File: config.mk
export PLATFORM = sky130hd
export DESIGN_NAME = serial_subtractor_flat
export DESIGN_NICKNAME = d
export VERILOG_FILES = /design/src/rtl/serial_subtractor_if.sv /design/src/rtl/serial_subtractor.sv /design/src/flat_wrapper.sv
export SDC_FILE = /design/constraint.sdc
export NUM_CORES = 1
export LEC_CHECK = 0
export CAP_MARGIN = 10
export CORE_AREA = 2 2 95 97
export DETAILED_ROUTE_END_ITERATION = 8
export DIE_AREA = 0 0 97 99
export PLACE_DENSITY = 0.75
export SYNTH_ARGS = -nofsm -noshare
export SYNTH_HDL_FRONTEND = slang
export SYNTH_SLANG_ARGS = --single-unit
File: constraint.sdc
create_clock -name Clock -period 2.16 [get_ports Clock]
set_input_delay 0.216 -clock Clock [delete_from_list [all_inputs] [get_ports Clock]]
set_output_delay 0.216 -clock Clock [all_outputs]
set_load 0.01 [all_outputs]
File: src/rtl/serial_subtractor_if.sv
// Start/Done handshake and result bus of the bit-serial subtractor.
// The master issues operands, the slave (the subtractor) returns result and flags.
interface serial_subtractor_if #(
    parameter int WIDTH = 24
);
    logic             Start;
    logic [WIDTH-1:0] A;
    logic [WIDTH-1:0] B;
    logic             Busy;
    logic             Done;
    logic [WIDTH-1:0] DIFF;
    logic             BorrowOut;
    logic             Zero;
    logic             Negative;
    logic             Overflow;

    modport master (
        output Start, A, B,
        input  Busy, Done, DIFF, BorrowOut, Zero, Negative, Overflow
    );

    modport slave (
        input  Start, A, B,
        output Busy, Done, DIFF, BorrowOut, Zero, Negative, Overflow
    );
endinterface

File: src/rtl/serial_subtractor.sv
// Bit-serial two's-complement subtractor: DIFF = A - B, one bit per clock, LSB first,
// built from a single full-subtractor cell and a registered borrow.
//
// state | meaning
// IDLE  | waiting for Start, previous result and flags held
// RUN   | one operand bit pair consumed per edge, WIDTH edges total
// DONE  | result valid, Done pulsed; Start here begins the next operation at once
module serial_subtractor #(
    parameter int WIDTH = 24,
    parameter int CNT_W = 5
) (
    input logic                Clock,
    input logic                ResetN,
    serial_subtractor_if.slave bus
);

    typedef enum logic [1:0] {
        IDLE = 2'd0,
        RUN  = 2'd1,
        DONE = 2'd2
    } state_t;

    state_t state;
    state_t stateNext;

    logic [WIDTH-1:0] shA;
    logic [WIDTH-1:0] shB;
    logic [WIDTH-1:0] resReg;
    logic [CNT_W-1:0] cnt;
    logic             borrow;
    logic             signA;
    logic             signB;

    logic [WIDTH-1:0] diffReg;
    logic             borrowOutReg;
    logic             zeroReg;
    logic             negativeReg;
    logic             overflowReg;

    logic             accept;
    logic             lastBit;
    logic             aBit;
    logic             bBit;
    logic             dBit;
    logic             borrowNext;
    logic [WIDTH-1:0] resNext;

    // Start is only honoured when no operation is in flight.
    assign accept  = bus.Start && ((state == IDLE) || (state == DONE));
    assign lastBit = (state == RUN) && (cnt == CNT_W'(WIDTH - 1));

    assign aBit       = shA[0];
    assign bBit       = shB[0];
    assign dBit       = aBit ^ bBit ^ borrow;
    assign borrowNext = (~aBit & bBit) | (~aBit & borrow) | (bBit & borrow);
    assign resNext    = {dBit, resReg[WIDTH-1:1]};

    always_ff @(posedge Clock) begin
        if (!ResetN) begin
            state <= IDLE;
        end else begin
            state <= stateNext;
        end
    end

    always_comb begin
        stateNext = state;
        case (state)
            IDLE: begin
                if (accept) begin
                    stateNext = RUN;
                end
            end
            RUN: begin
                if (lastBit) begin
                    stateNext = DONE;
                end
            end
            DONE: begin
                if (accept) begin
                    stateNext = RUN;
                end else begin
                    stateNext = IDLE;
                end
            end
            default: begin
                stateNext = IDLE;
            end
        endcase
    end

    always_comb begin
        bus.Busy = 1'b0;
        bus.Done = 1'b0;
        case (state)
            RUN:     bus.Busy = 1'b1;
            DONE:    bus.Done = 1'b1;
            default: begin
                bus.Busy = 1'b0;
                bus.Done = 1'b0;
            end
        endcase
    end

    always_ff @(posedge Clock) begin
        if (!ResetN) begin
            shA    <= '0;
            shB    <= '0;
            resReg <= '0;
            cnt    <= '0;
            borrow <= 1'b0;
            signA  <= 1'b0;
            signB  <= 1'b0;
        end else if (accept) begin
            shA    <= bus.A;
            shB    <= bus.B;
            cnt    <= '0;
            borrow <= 1'b0;
            signA  <= bus.A[WIDTH-1];
            signB  <= bus.B[WIDTH-1];
        end else if (state == RUN) begin
            shA    <= shA >> 1;
            shB    <= shB >> 1;
            resReg <= resNext;
            cnt    <= cnt + CNT_W'(1);
            borrow <= borrowNext;
        end
    end

    // Result and flags only move on the edge that completes an operation.
    always_ff @(posedge Clock) begin
        if (!ResetN) begin
            diffReg      <= '0;
            borrowOutReg <= 1'b0;
            zeroReg      <= 1'b1;
            negativeReg  <= 1'b0;
            overflowReg  <= 1'b0;
        end else if (lastBit) begin
            diffReg      <= resNext;
            borrowOutReg <= borrowNext;
            zeroReg      <= (resNext == '0);
            negativeReg  <= resNext[WIDTH-1];
            overflowReg  <= (signA != signB) && (resNext[WIDTH-1] != signA);
        end
    end

    assign bus.DIFF      = diffReg;
    assign bus.BorrowOut = borrowOutReg;
    assign bus.Zero      = zeroReg;
    assign bus.Negative  = negativeReg;
    assign bus.Overflow  = overflowReg;

endmodule

File: src/flat_wrapper.sv
// flat-port wrapper written by rule: the top's interface ports become plain ports
module serial_subtractor_flat 
#(
    parameter int WIDTH = 24,
    parameter int CNT_W = 5
)
  (Clock, ResetN, bus_Start, bus_A, bus_B, bus_Busy, bus_Done, bus_DIFF, bus_BorrowOut, bus_Zero, bus_Negative, bus_Overflow);
  serial_subtractor_if #(.WIDTH(WIDTH)) bus_i ();
  input logic Clock;
  input logic ResetN;
  input wire logic [$bits(bus_i.Start)-1:0] bus_Start;
  input wire logic [$bits(bus_i.A)-1:0] bus_A;
  input wire logic [$bits(bus_i.B)-1:0] bus_B;
  output wire logic [$bits(bus_i.Busy)-1:0] bus_Busy;
  output wire logic [$bits(bus_i.Done)-1:0] bus_Done;
  output wire logic [$bits(bus_i.DIFF)-1:0] bus_DIFF;
  output wire logic [$bits(bus_i.BorrowOut)-1:0] bus_BorrowOut;
  output wire logic [$bits(bus_i.Zero)-1:0] bus_Zero;
  output wire logic [$bits(bus_i.Negative)-1:0] bus_Negative;
  output wire logic [$bits(bus_i.Overflow)-1:0] bus_Overflow;
  assign bus_i.Start = bus_Start;
  assign bus_i.A = bus_A;
  assign bus_i.B = bus_B;
  assign bus_Busy = bus_i.Busy;
  assign bus_Done = bus_i.Done;
  assign bus_DIFF = bus_i.DIFF;
  assign bus_BorrowOut = bus_i.BorrowOut;
  assign bus_Zero = bus_i.Zero;
  assign bus_Negative = bus_i.Negative;
  assign bus_Overflow = bus_i.Overflow;
  serial_subtractor #(.WIDTH(WIDTH), .CNT_W(CNT_W)) u_core (.Clock(Clock), .ResetN(ResetN), .bus(bus_i));
endmodule
Word-level counts from Yosys, hierarchy flattened
Index checks and enable logic that the tools add are counted.
{ "op_classes": {"n_addsub": 1, "n_eq_ne": 7, "mux": 10, "bitwise": 10, "n_reduce_logical": 10} }
{ "ops": {"columns": ["cell", "count"], "rows": [
  ["2-to-1 mux 24 bit", 4],
  ["logical NOT 24 bit", 1],
  ["case mux 2 bit (3 select lines)", 1],
  ["adder 5 x 1 -> 5 bit (second input constant)", 1],
  ["== test 5 bit (second input constant)", 1],
  ["2-to-1 mux 2 bit", 2],
  ["!= test 2 x 1 -> 1 bit (second input constant)", 2],
  ["AND reduction 2 bit", 2],
  ["AND 1 bit", 3],
  ["logical AND 1 bit", 3],
  ["2-to-1 mux 1 bit", 3],
  ["inverter 1 bit", 3],
  ["== test 2 x 1 -> 1 bit (second input constant)", 1],
  ["== test 2 bit (second input constant)", 1],
  ["logical NOT 2 bit", 1],
  ["!= test 1 bit", 2],
  ["OR 1 bit", 2],
  ["nonzero test 2 bit", 1],
  ["OR reduction 2 bit", 1],
  ["XOR 1 bit", 2],
  ["logical OR 1 bit", 1]
]} }
{ "totals": {"register_bits": 110, "inputBits": 51, "out_inout_bits": 30, "word_cells": 51} }

Depth between registers and ports, before layout
Gate-level depths: netlist of run 1.
{ "depth": {"depth_word": 5, "ltp_mapped": 7, "mapped_depth_nobuf": 5} }

Worst setup path after synthesis of run 1
Ideal clock, no wire load.
{ "synth_timing": {"path_type": "reg2reg", "start": "register u_core.shA[0]", "end": "register u_core.overflowReg (netlist: u_core.bus.Overflow)", "setup_ns": 0.091, "arrival_ns": 1.538, "required_time_ns": 2.069, "path_slack_ns": 0.531, "stages_incl_launch_ff": 5, "path_buffers": 0, "period_less_slack_ns": 1.629, "path_cell_list": "dfxtp_1 -> inv_1 -> fa_1 -> or3b_2 -> a311oi_1"} }
{ "synth_via": {"elab_chain_len": 4} }
{ "synth_rtl": {"columns": ["item", "line", "rtl"], "rows": [
  ["from (decl)", "serial_subtractor.sv:26", "logic [WIDTH-1:0] shA;"],
  ["from (signal assigned)", "serial_subtractor.sv:115", "shA <= bus.A;"],
  ["from (signal assigned)", "serial_subtractor.sv:122", "shA <= shA >> 1;"],
  ["XOR 1 bit (2 in a row)", "serial_subtractor.sv:54", "assign dBit = aBit ^ bBit ^ borrow;"],
  ["!= test 1 bit", "serial_subtractor.sv:143", "overflowReg <= (signA != signB) && (resNext[WIDTH-1] != signA);"],
  ["logical AND 1 bit", "serial_subtractor.sv:143", null],
  ["to (signal assigned)", "serial_subtractor.sv:143", null],
  ["to (decl)", "serial_subtractor.sv:38", "logic overflowReg;"]
]} }
Every way passes these cells.
A chain may end at the register's enable or synchronous reset.

Worst setup path in the final report of run 1
{ "layout_timing": {"start": "register u_core.state[0]", "end": "output bus_Busy"} }
{ "layout_via": {"elab_chain_len": 2} }
{ "layout_rtl": {"columns": ["item", "line", "rtl"], "rows": [
  ["from (decl)", "serial_subtractor.sv:23", "state_t state;"],
  ["from (signal assigned)", "serial_subtractor.sv:62", "state <= stateNext;"],
  ["== test 2 x 1 -> 1 bit", "serial_subtractor.sv:95", "case (state)"],
  ["2-to-1 mux 1 bit", "serial_subtractor.sv:95", null],
  ["to (decl)", "flat_wrapper.sv:14", "output wire logic [$bits(bus_i.Busy)-1:0] bus_Busy;"]
]} }
Every way passes these cells.

==> metrics.txt, run 1 <==
# TYPE chip_impl_metric gauge
chip_impl_info{name="tritoncts_clock_tree",value="yes"} 1
chip_impl_metric{name="worst_skew_pair.late_latency",unit="ps"} 360
chip_impl_info{name="timing.hold.worst.class",value="input pin to register"} 1
chip_impl_metric{name="holdPathStages",unit=""} 3
chip_impl_metric{name="xor_and_xnor_area_share_after_synthesis",unit="%"} 0.4020
chip_impl_info{name="top_library_cells_by_usage_in_the_layout_fill_and_taps_aside",value="108 x sky130_fd_sc_hd__dfxtp_1, 97 x sky130_fd_sc_hd__nand2_1, 80 x sky130_fd_sc_hd__clkdlybuf4s50_1"} 1
chip_impl_metric{name="fin_crit",unit="ps"} 1779
chip_impl_metric{name="overall_global_routing_usage",unit="%"} 20.94
chip_impl_metric{name="final_setup_tns",unit="ps"} 0
chip_impl_metric{name="total_number_of_vias",unit=""} 3834
chip_impl_metric{name="synth_cell_types",unit=""} 37
chip_impl_metric{name="antenna-diode-count",unit=""} 0
chip_impl_metric{name="hold_viol_final",unit=""} 0
chip_impl_info{name="synth.top_cells.by_area",value="sky130_fd_sc_hd__dfxtp_1 50%, sky130_fd_sc_hd__nand2_1 8.4%, sky130_fd_sc_hd__a21oi_1 7.0%, sky130_fd_sc_hd__nor3_1 4.7%, sky130_fd_sc_hd__a311oi_1 4.4%"} 1
chip_impl_info{name="holdPathEnd",value="u_core.signB"} 1
chip_impl_metric{name="post-place-cells",unit=""} 667
chip_impl_metric{name="boundaryPins",unit=""} 81
chip_impl_info{name="synth_top_area_cell",value="sky130_fd_sc_hd__dfxtp_1"} 1
chip_impl_metric{name="gp_congestion",unit=""} 0.7182
chip_impl_metric{name="cts-htree-levels",unit=""} 3
chip_impl_metric{name="final-instance-count-excl-fill",unit=""} 683
chip_impl_metric{name="muxShareOfSynthArea",unit="%"} 0
chip_impl_metric{name="floorplan.initialDensity",unit="%"} 50.97
chip_impl_metric{name="wl_per_cell",unit="µm"} 14.62
chip_impl_metric{name="slew_violations",unit=""} 0
chip_impl_metric{name="worst_ep_required_time",unit="ps"} 1940
chip_impl_metric{name="crit_path_max_incr_delay",unit="ps"} 530
chip_impl_info{name="crit-reg2reg-capture",value="u_core.bus.Overflow"} 1
chip_impl_metric{name="asyncSetResetFlopFracSynth",unit="%"} 0
chip_impl_metric{name="synth_fa_ha_area_share",unit="%"} 0.7465
chip_impl_info{name="layout.cells.most_common",value="sky130_fd_sc_hd__dfxtp_1"} 1
chip_impl_metric{name="antenna_found_initial",unit=""} 0
chip_impl_info{name="start_kind",value="register"} 1
chip_impl_metric{name="yosysSeqAreaShare",unit="%"} 49.61
chip_impl_metric{name="max_slew.worst_pin.slew",unit="ps"} 466.4
chip_impl_metric{name="fin_nets",unit=""} 623
chip_impl_metric{name="count_of_instances_resized_after_the_clock_tree_is_built",unit=""} 0
chip_impl_metric{name="postRouteWirelength",unit="µm"} 9985
chip_impl_metric{name="total_global_routing_overflow",unit=""} 0
chip_impl_metric{name="comb_power_share",unit="%"} 12.8
chip_impl_info{name="hold_wc_startpoint",value="bus_B[23]"} 1
chip_impl_metric{name="arrival",unit="ps"} 1560
chip_impl_info{name="cpMaxStageDelayCell",value="sky130_fd_sc_hd__clkdlybuf4s50_1"} 1
chip_impl_metric{name="clk_transition_reported_paths",unit="ps"} 110
chip_impl_info{name="run_status",value="finished, final reports clean"} 1
chip_impl_info{name="grt_setup_unrepaired",value="no"} 1
chip_impl_metric{name="yosys_warnings",unit=""} 0
chip_impl_metric{name="syn-mean-instance-area",unit="µm²"} 8.397
chip_impl_metric{name="syn-cell-area",unit="µm²"} 4358
chip_impl_metric{name="die_h",unit="µm"} 99
chip_impl_metric{name="postSynthNetCount",unit=""} 572
chip_impl_metric{name="timing.clock.skew",unit="ps"} 13.16
chip_impl_info{name="kind_of_critical_path",value="register to output pin"} 1
chip_impl_metric{name="numCtsBuffers",unit=""} 9
chip_impl_metric{name="design.die.area",unit="µm²"} 9603
chip_impl_metric{name="core_region_area",unit="µm²"} 8551
chip_impl_metric{name="dr.pass1.iters",unit=""} 4
chip_impl_metric{name="power_per_cell_area",unit="nW/µm²"} 710.0
chip_impl_metric{name="fin_total_pwr",unit="W"} 0.003743
chip_impl_metric{name="setup_viol",unit=""} 0
chip_impl_metric{name="top_fanout_value_on_the_critical_path",unit=""} 6
chip_impl_info{name="worst_setup_path_end_kind",value="output pin"} 1
chip_impl_metric{name="power.static_leakage",unit="nW"} 1.762
chip_impl_info{name="buffer_cell_driving_the_clock_tree_root",value="sky130_fd_sc_hd__clkbuf_8"} 1
chip_impl_metric{name="detail_route.drc_violations",unit=""} 0
chip_impl_metric{name="synth_edf_count",unit=""} 0
chip_impl_metric{name="die_width",unit="µm"} 97
chip_impl_metric{name="power.share.sequential",unit="%"} 57.1
chip_impl_metric{name="clock-sinks",unit=""} 108
chip_impl_metric{name="layout-drive-gt1-share",unit="%"} 6.087
chip_impl_metric{name="max_clock_freq",unit="MHz"} 562.1
chip_impl_metric{name="clock_tree.buffer_depth",unit=""} 2
chip_impl_metric{name="postRouteAntennaNets",unit=""} 0
chip_impl_info{name="crit-reg2reg-launch",value="u_core.shA[0]"} 1
chip_impl_metric{name="slew-limit-headroom",unit="%"} 68.91
chip_impl_metric{name="netSwitchingFraction",unit="%"} 26.39
chip_impl_metric{name="reg2reg_depth",unit=""} 4
chip_impl_info{name="crit_path_cell_trace",value="nand2b_4, inv_6, clkdlybuf4s50_1"} 1
chip_impl_metric{name="clkPwrFrac",unit="%"} 30.1
chip_impl_metric{name="first_pass_grt_wire_length",unit="µm"} 16830
chip_impl_metric{name="area_delta_synth_final",unit="%"} 20.99
chip_impl_metric{name="first_global_vias",unit=""} 3563
chip_impl_metric{name="place.detailed.hpwl",unit="µm"} 6347
chip_impl_metric{name="max-cap-violations",unit=""} 0
chip_impl_metric{name="via_per_inst",unit=""} 5.613
chip_impl_metric{name="fin_crit_sh",unit="%"} 82.37
chip_impl_metric{name="cellInternalPower",unit="W"} 0.002755
chip_impl_metric{name="switchingPower",unit="W"} 0.0009878
chip_impl_metric{name="yosys.area.top_type_share",unit="%"} 49.61
chip_impl_metric{name="port_buffers",unit=""} 80
chip_impl_metric{name="ys_ff_latch",unit=""} 108
chip_impl_metric{name="reg2reg_setup_slack",unit="ps"} 410
chip_impl_info{name="dominantRegCellSynth",value="sky130_fd_sc_hd__dfxtp_1"} 1
chip_impl_metric{name="post_synth_inst_count",unit=""} 519
chip_impl_metric{name="postCtsHoldBufs",unit=""} 0
chip_impl_metric{name="vdd_drop_max",unit="mV"} 0.3679
chip_impl_metric{name="drtIter0Drc",unit=""} 210
chip_impl_metric{name="cts.repair_timing.setup_buffer_count",unit=""} 0
chip_impl_metric{name="synth_compound_area_share",unit="%"} 19.21
chip_impl_metric{name="grt_start_max_net_pins",unit=""} 100
chip_impl_metric{name="floorplan_row_count",unit=""} 34
chip_impl_metric{name="synth_simple_gate_area_share",unit="%"} 22.25
chip_impl_info{name="dominant_combinational_cell_family_by_area_after_synthesis",value="simple AND/OR/NAND/NOR gates"} 1
final cells by class:
class	instances	area (µm²)
repair buffers	90	913.4
fillers	750	3278
clock inverters	5	35.03
well taps	108	135.1
inverters	3	16.27
flip-flops and latches	108	2162
multi-input cells	358	1869
clock buffers	11	141.4
worst max-delay path by stage:
stage,to,startpoint,cells past startpoint,slack (ps)
floorplan,u_core.bus.Overflow,u_core.shA[0],4,530
global placement,u_core.bus.Overflow,u_core.shA[0],4,480
detailed placement,u_core.bus.Overflow,u_core.borrow,3,420
CTS,bus_Busy,u_core.state[0],3,360
global route,bus_Busy,u_core.state[0],3,290
finish,bus_Busy,u_core.state[0],3,380
Yosys cell counts (2+ instances only):
| master | n |
|---|---|
| sky130_fd_sc_hd__buf_6 | 7 |
| sky130_fd_sc_hd__or3_1 | 2 |
| sky130_fd_sc_hd__nand4_1 | 2 |
| sky130_fd_sc_hd__nand2_1 | 97 |
| sky130_fd_sc_hd__a21oi_1 | 61 |
| sky130_fd_sc_hd__clkbuf_1 | 16 |
| sky130_fd_sc_hd__dfxtp_1 | 108 |
| sky130_fd_sc_hd__nor3_1 | 41 |
| sky130_fd_sc_hd__buf_2 | 17 |
| sky130_fd_sc_hd__nand3b_1 | 3 |
| sky130_fd_sc_hd__o22ai_1 | 20 |
| sky130_fd_sc_hd__nor4_1 | 5 |
| sky130_fd_sc_hd__nor2_1 | 26 |
| sky130_fd_sc_hd__inv_1 | 2 |
| sky130_fd_sc_hd__o21ai_0 | 27 |
| sky130_fd_sc_hd__buf_8 | 2 |
| sky130_fd_sc_hd__a311oi_1 | 22 |
| sky130_fd_sc_hd__nand2b_1 | 2 |
| sky130_fd_sc_hd__buf_4 | 6 |
| sky130_fd_sc_hd__a211oi_2 | 2 |
| sky130_fd_sc_hd__a22oi_1 | 5 |
| sky130_fd_sc_hd__nand3_1 | 31 |
state kept, by name, summed over array words and instances (netlist names), 2 cells and up:
register,cells
u_core.shA,24
u_core.shB,24
u_core.bus.DIFF,23
u_core.resReg,23
u_core.cnt,5
u_core.state,2
layer usage:
| metal | vias up | GRT usage [%] | wire, µm | share of wire [%] |
|---|---|---|---|---|
| met5 | - | 0 | 0 | 0 |
| met4 | 0 | 5.200 | 29 | 0.29 |
| li1 | 1928 | - | - | - |
| met1 | 1814 | 27.71 | 4508 | 45 |
| met2 | 90 | 35.15 | 4991 | 50 |
| met3 | 2 | 4.539 | 455 | 4.6 |
critical path: cells and delay by family, from the launching register on:
kind | cells | cell delay [ps]
simple gates | 1 | 130
buf+inv | 2 | 620
flops | 1 | 470
power groups by stage:
stage               clock, W  sequential [W]  combinational [W]
floorplan                  0         0.00217           0.000350
global placement           0         0.00218           0.000469
detailed placement         0         0.00218           0.000478
CTS                  0.00117         0.00214           0.000482
global route         0.00124         0.00215           0.000528
finish               0.00113         0.00214           0.000479
kinds of logic after synthesis:
logic type	Yosys count
simple gates	215
compound gates	139
fa+ha+maj	2
xor+xnor	2
flops	108
buf+inv	53
stage by stage:
stage | hold WS [ps] | utilization [%] | cell area (µm²) | setup WS (ps)
detailed placement | 467.6 | 59.60 | 5096 | 424.6
CTS | 408.9 | 61.66 | 5273 | 359.8
global placement | 456.2 | 59.60 | 5096 | 483.8
floorplan | 304.9 | - | 4358 | 530.6
global route | 435.5 | 61.66 | 5273 | 289.1
finish | 426.4 | 61.66 | 5273 | 380.9
Power figures use the tool's default switching activity.
==> inputs of run 2 (changes only) <==
--- a/config.mk
+++ b/config.mk
@@ -6,10 +6,10 @@
 export NUM_CORES = 1
 export LEC_CHECK = 0
 export CAP_MARGIN = 10
-export CORE_AREA = 2 2 95 97
+export CORE_AREA = 2 2 100 102
 export DETAILED_ROUTE_END_ITERATION = 8
-export DIE_AREA = 0 0 97 99
-export PLACE_DENSITY = 0.75
+export DIE_AREA = 0 0 102 104
+export PLACE_DENSITY = 0.71
 export SYNTH_ARGS = -nofsm -noshare
 export SYNTH_HDL_FRONTEND = slang
 export SYNTH_SLANG_ARGS = --single-unit
==> constraint.sdc (replaced) <==
create_clock -name Clock -period 1.5 [get_ports Clock]
set_input_delay 0.15 -clock Clock [delete_from_list [all_inputs] [get_ports Clock]]
set_output_delay 0.15 -clock Clock [all_outputs]
set_load 0.01 [all_outputs]
==> run 2 against run 1 <==
  * The flow now finishes with violations (setup timing)
  * Combinational power grew 56%
  * Die area grew 10%
  * First-iteration DRC count grew 33%
  * Count of clock-buffer cells in the layout shrank 1
  * Critical path type is now register to register
  * Utilization shrank 4.3 points
  * Sequential power grew 44%
==> metrics.txt, run 2 (same netlist as run 1, synthesis figures left out) <==
# TYPE chip_impl_metric gauge
chip_impl_metric{name="antenna-diode-count",unit=""} 0
chip_impl_metric{name="die_width",unit="µm"} 102
chip_impl_info{name="kind_of_critical_path",value="register to register"} 1
chip_impl_metric{name="max_clock_freq",unit="MHz"} 650.3
chip_impl_metric{name="timing.clock.skew",unit="ps"} 10.51
chip_impl_info{name="top_library_cells_by_usage_in_the_layout_fill_and_taps_aside",value="102 x sky130_fd_sc_hd__dfxtp_1, 97 x sky130_fd_sc_hd__nand2_1, 78 x sky130_fd_sc_hd__clkdlybuf4s50_1"} 1
chip_impl_metric{name="layout-drive-gt1-share",unit="%"} 9.605
chip_impl_info{name="grt_setup_unrepaired",value="yes"} 1
chip_impl_info{name="regs_by_ff_count",value="u_core.shA: 24 flops, u_core.shB: 24 flops"} 1
chip_impl_metric{name="worst_ep_required_time",unit="ps"} 1770
chip_impl_metric{name="slew_violations",unit=""} 0
chip_impl_metric{name="fin_crit_sh",unit="%"} 102.5
chip_impl_info{name="cpMaxStageDelayCell",value="sky130_fd_sc_hd__fa_2"} 1
chip_impl_metric{name="setup_viol",unit=""} 1
chip_impl_metric{name="fin_crit",unit="ps"} 1538
chip_impl_metric{name="slew-limit-headroom",unit="%"} 73.58
chip_impl_metric{name="overall_global_routing_usage",unit="%"} 19.75
chip_impl_metric{name="max_slew.worst_pin.slew",unit="ps"} 392.7
chip_impl_metric{name="clock_tree.buffer_depth",unit=""} 2
chip_impl_metric{name="worst_skew_pair.late_latency",unit="ps"} 360
chip_impl_metric{name="final_cell_area",unit="µm²"} 5479
chip_impl_metric{name="postRouteWirelength",unit="µm"} 10310
chip_impl_metric{name="die_h",unit="µm"} 104
chip_impl_metric{name="clk_transition_reported_paths",unit="ps"} 100
chip_impl_metric{name="postRouteAntennaNets",unit=""} 0
chip_impl_metric{name="detail_route.drc_violations",unit=""} 0
chip_impl_info{name="run_status",value="complete, but fails checks"} 1
chip_impl_metric{name="total_number_of_vias",unit=""} 3904
chip_impl_metric{name="placement.cell_area",unit="µm²"} 5199
chip_impl_metric{name="gp_congestion",unit=""} 0.8217
chip_impl_metric{name="total_global_routing_overflow",unit=""} 0
chip_impl_metric{name="arrival",unit="ps"} 1810
chip_impl_info{name="violations",value="setup timing"} 1
chip_impl_metric{name="power.static_leakage",unit="nW"} 1.845
chip_impl_metric{name="floorplan_row_count",unit=""} 36
chip_impl_metric{name="crit_path_max_incr_delay",unit="ps"} 450
chip_impl_metric{name="wl_per_cell",unit="µm"} 14.40
chip_impl_metric{name="area_delta_synth_final",unit="%"} 25.72
chip_impl_metric{name="dr.pass1.iters",unit=""} 4
chip_impl_info{name="worst_setup_path_end_kind",value="register"} 1
chip_impl_metric{name="antenna_found_initial",unit=""} 0
chip_impl_metric{name="hold_viol_final",unit=""} 0
chip_impl_info{name="buffer_cell_driving_the_clock_tree_root",value="sky130_fd_sc_hd__clkbuf_8"} 1
chip_impl_metric{name="port_buffers",unit=""} 80
chip_impl_metric{name="power_per_cell_area",unit="nW/µm²"} 1042
chip_impl_metric{name="max-cap-violations",unit=""} 0
chip_impl_metric{name="hold_ws",unit="ps"} 388.3
chip_impl_metric{name="numCtsBuffers",unit=""} 9
chip_impl_metric{name="core_region_area",unit="µm²"} 9549
chip_impl_metric{name="floorplan.initialDensity",unit="%"} 45.64
chip_impl_metric{name="top_fanout_value_on_the_critical_path",unit=""} 3
chip_impl_info{name="start_kind",value="register"} 1
chip_impl_metric{name="first_global_vias",unit=""} 3704
chip_impl_metric{name="design.die.area",unit="µm²"} 10610
chip_impl_metric{name="vdd_drop_max",unit="mV"} 0.5464
chip_impl_info{name="layout.cells.most_common",value="sky130_fd_sc_hd__dfxtp_1"} 1
chip_impl_info{name="timing.hold.worst.class",value="input pin to register"} 1
chip_impl_info{name="tritoncts_clock_tree",value="yes"} 1
chip_impl_metric{name="cts-htree-levels",unit=""} 3
chip_impl_metric{name="via_per_inst",unit=""} 5.453
chip_impl_metric{name="boundaryPins",unit=""} 81
chip_impl_metric{name="fin_nets",unit=""} 631
chip_impl_info{name="crit_path_cell_trace",value="inv_2, fa_2, or3b_4, a311oi_2"} 1
chip_impl_metric{name="place.detailed.hpwl",unit="µm"} 6726
chip_impl_metric{name="grt_start_max_net_pins",unit=""} 53
chip_impl_metric{name="postCtsHoldBufs",unit=""} 0
chip_impl_metric{name="first_pass_grt_wire_length",unit="µm"} 17190
chip_impl_metric{name="drtIter0Drc",unit=""} 279
chip_impl_metric{name="clock-sinks",unit=""} 108
chip_impl_metric{name="final.setup.worst_slack",unit="ps"} -37.76
-- run 2: stage by stage --
step / TNS (ps) / std cells / utilization [%] / setup WS [ps] / total power [W]
6_report: -37.76 / 716 / 57.38 / -37.76 / 0.005710
5_1_grt: -205.9 / 716 / 57.38 / -80.51 / 0.005966
4_1_cts: -59.51 / 716 / 56.92 / -46.70 / 0.005747
3_5_place_dp: -227.5 / 699 / 54.44 / -126.6 / 0.003860
3_3_place_gp: -115.7 / 699 / 54.44 / -61.40 / 0.003843
2_1_floorplan: -30.59 / 519 / - / -30.59 / 0.003628
-- run 2: repair_timing --
item,in CTS,in global routing
pin swaps,3,0
gates resized for setup,8,12
buffers inserted,1,0
endpoints found under the setup margin,6,23
-- run 2: where the power goes --
| part | switching (W) | internal [W] |
|---|---|---|
| clock network | 0.000938 | 0.000945 |
| registers | 0.0000779 | 0.00300 |
| logic | 0.000401 | 0.000348 |
-- run 2: metal layers --
layer / share of wire (%) / global-route usage, %
met5: 0 / 0
met4: 1.9 / 6.762
met3: 3.8 / 4.704
met2: 47 / 29.70
met1: 48 / 27.69
-- run 2: area by class of cell --
type	count	area (µm²)
flip-flops and latches	108	2172
fillers	861	4070
multi-input cells	358	1902
inverters	3	18.77
repair buffers	98	1005
clock inverters	6	87.58
well taps	133	166.4
clock buffers	10	127.6
-- run 2: worst max-delay path, delay by kind of cell (launching register included) --
kind	cells	cell delay [ps]
and+or+nand+nor	1	390
buffers and inverters	1	40
DFF	1	330
AOI/OAI and AO/OA	1	250
adders and majority gates	1	450
-- run 2: path summary, 6_finish.rpt --
kind | from | slack (ps) | end | cells past startpoint
worst max-delay path | u_core.shA[0] | -40 | u_core.bus.Overflow | 4
worst min-delay path | bus_A[17] | 390 | u_core.shA[17] | 3
worst max register to register | u_core.shA[0] | -40 | u_core.bus.Overflow | 4
worst min register to register | u_core.shB[7] | 480 | u_core.shB[7] | 2
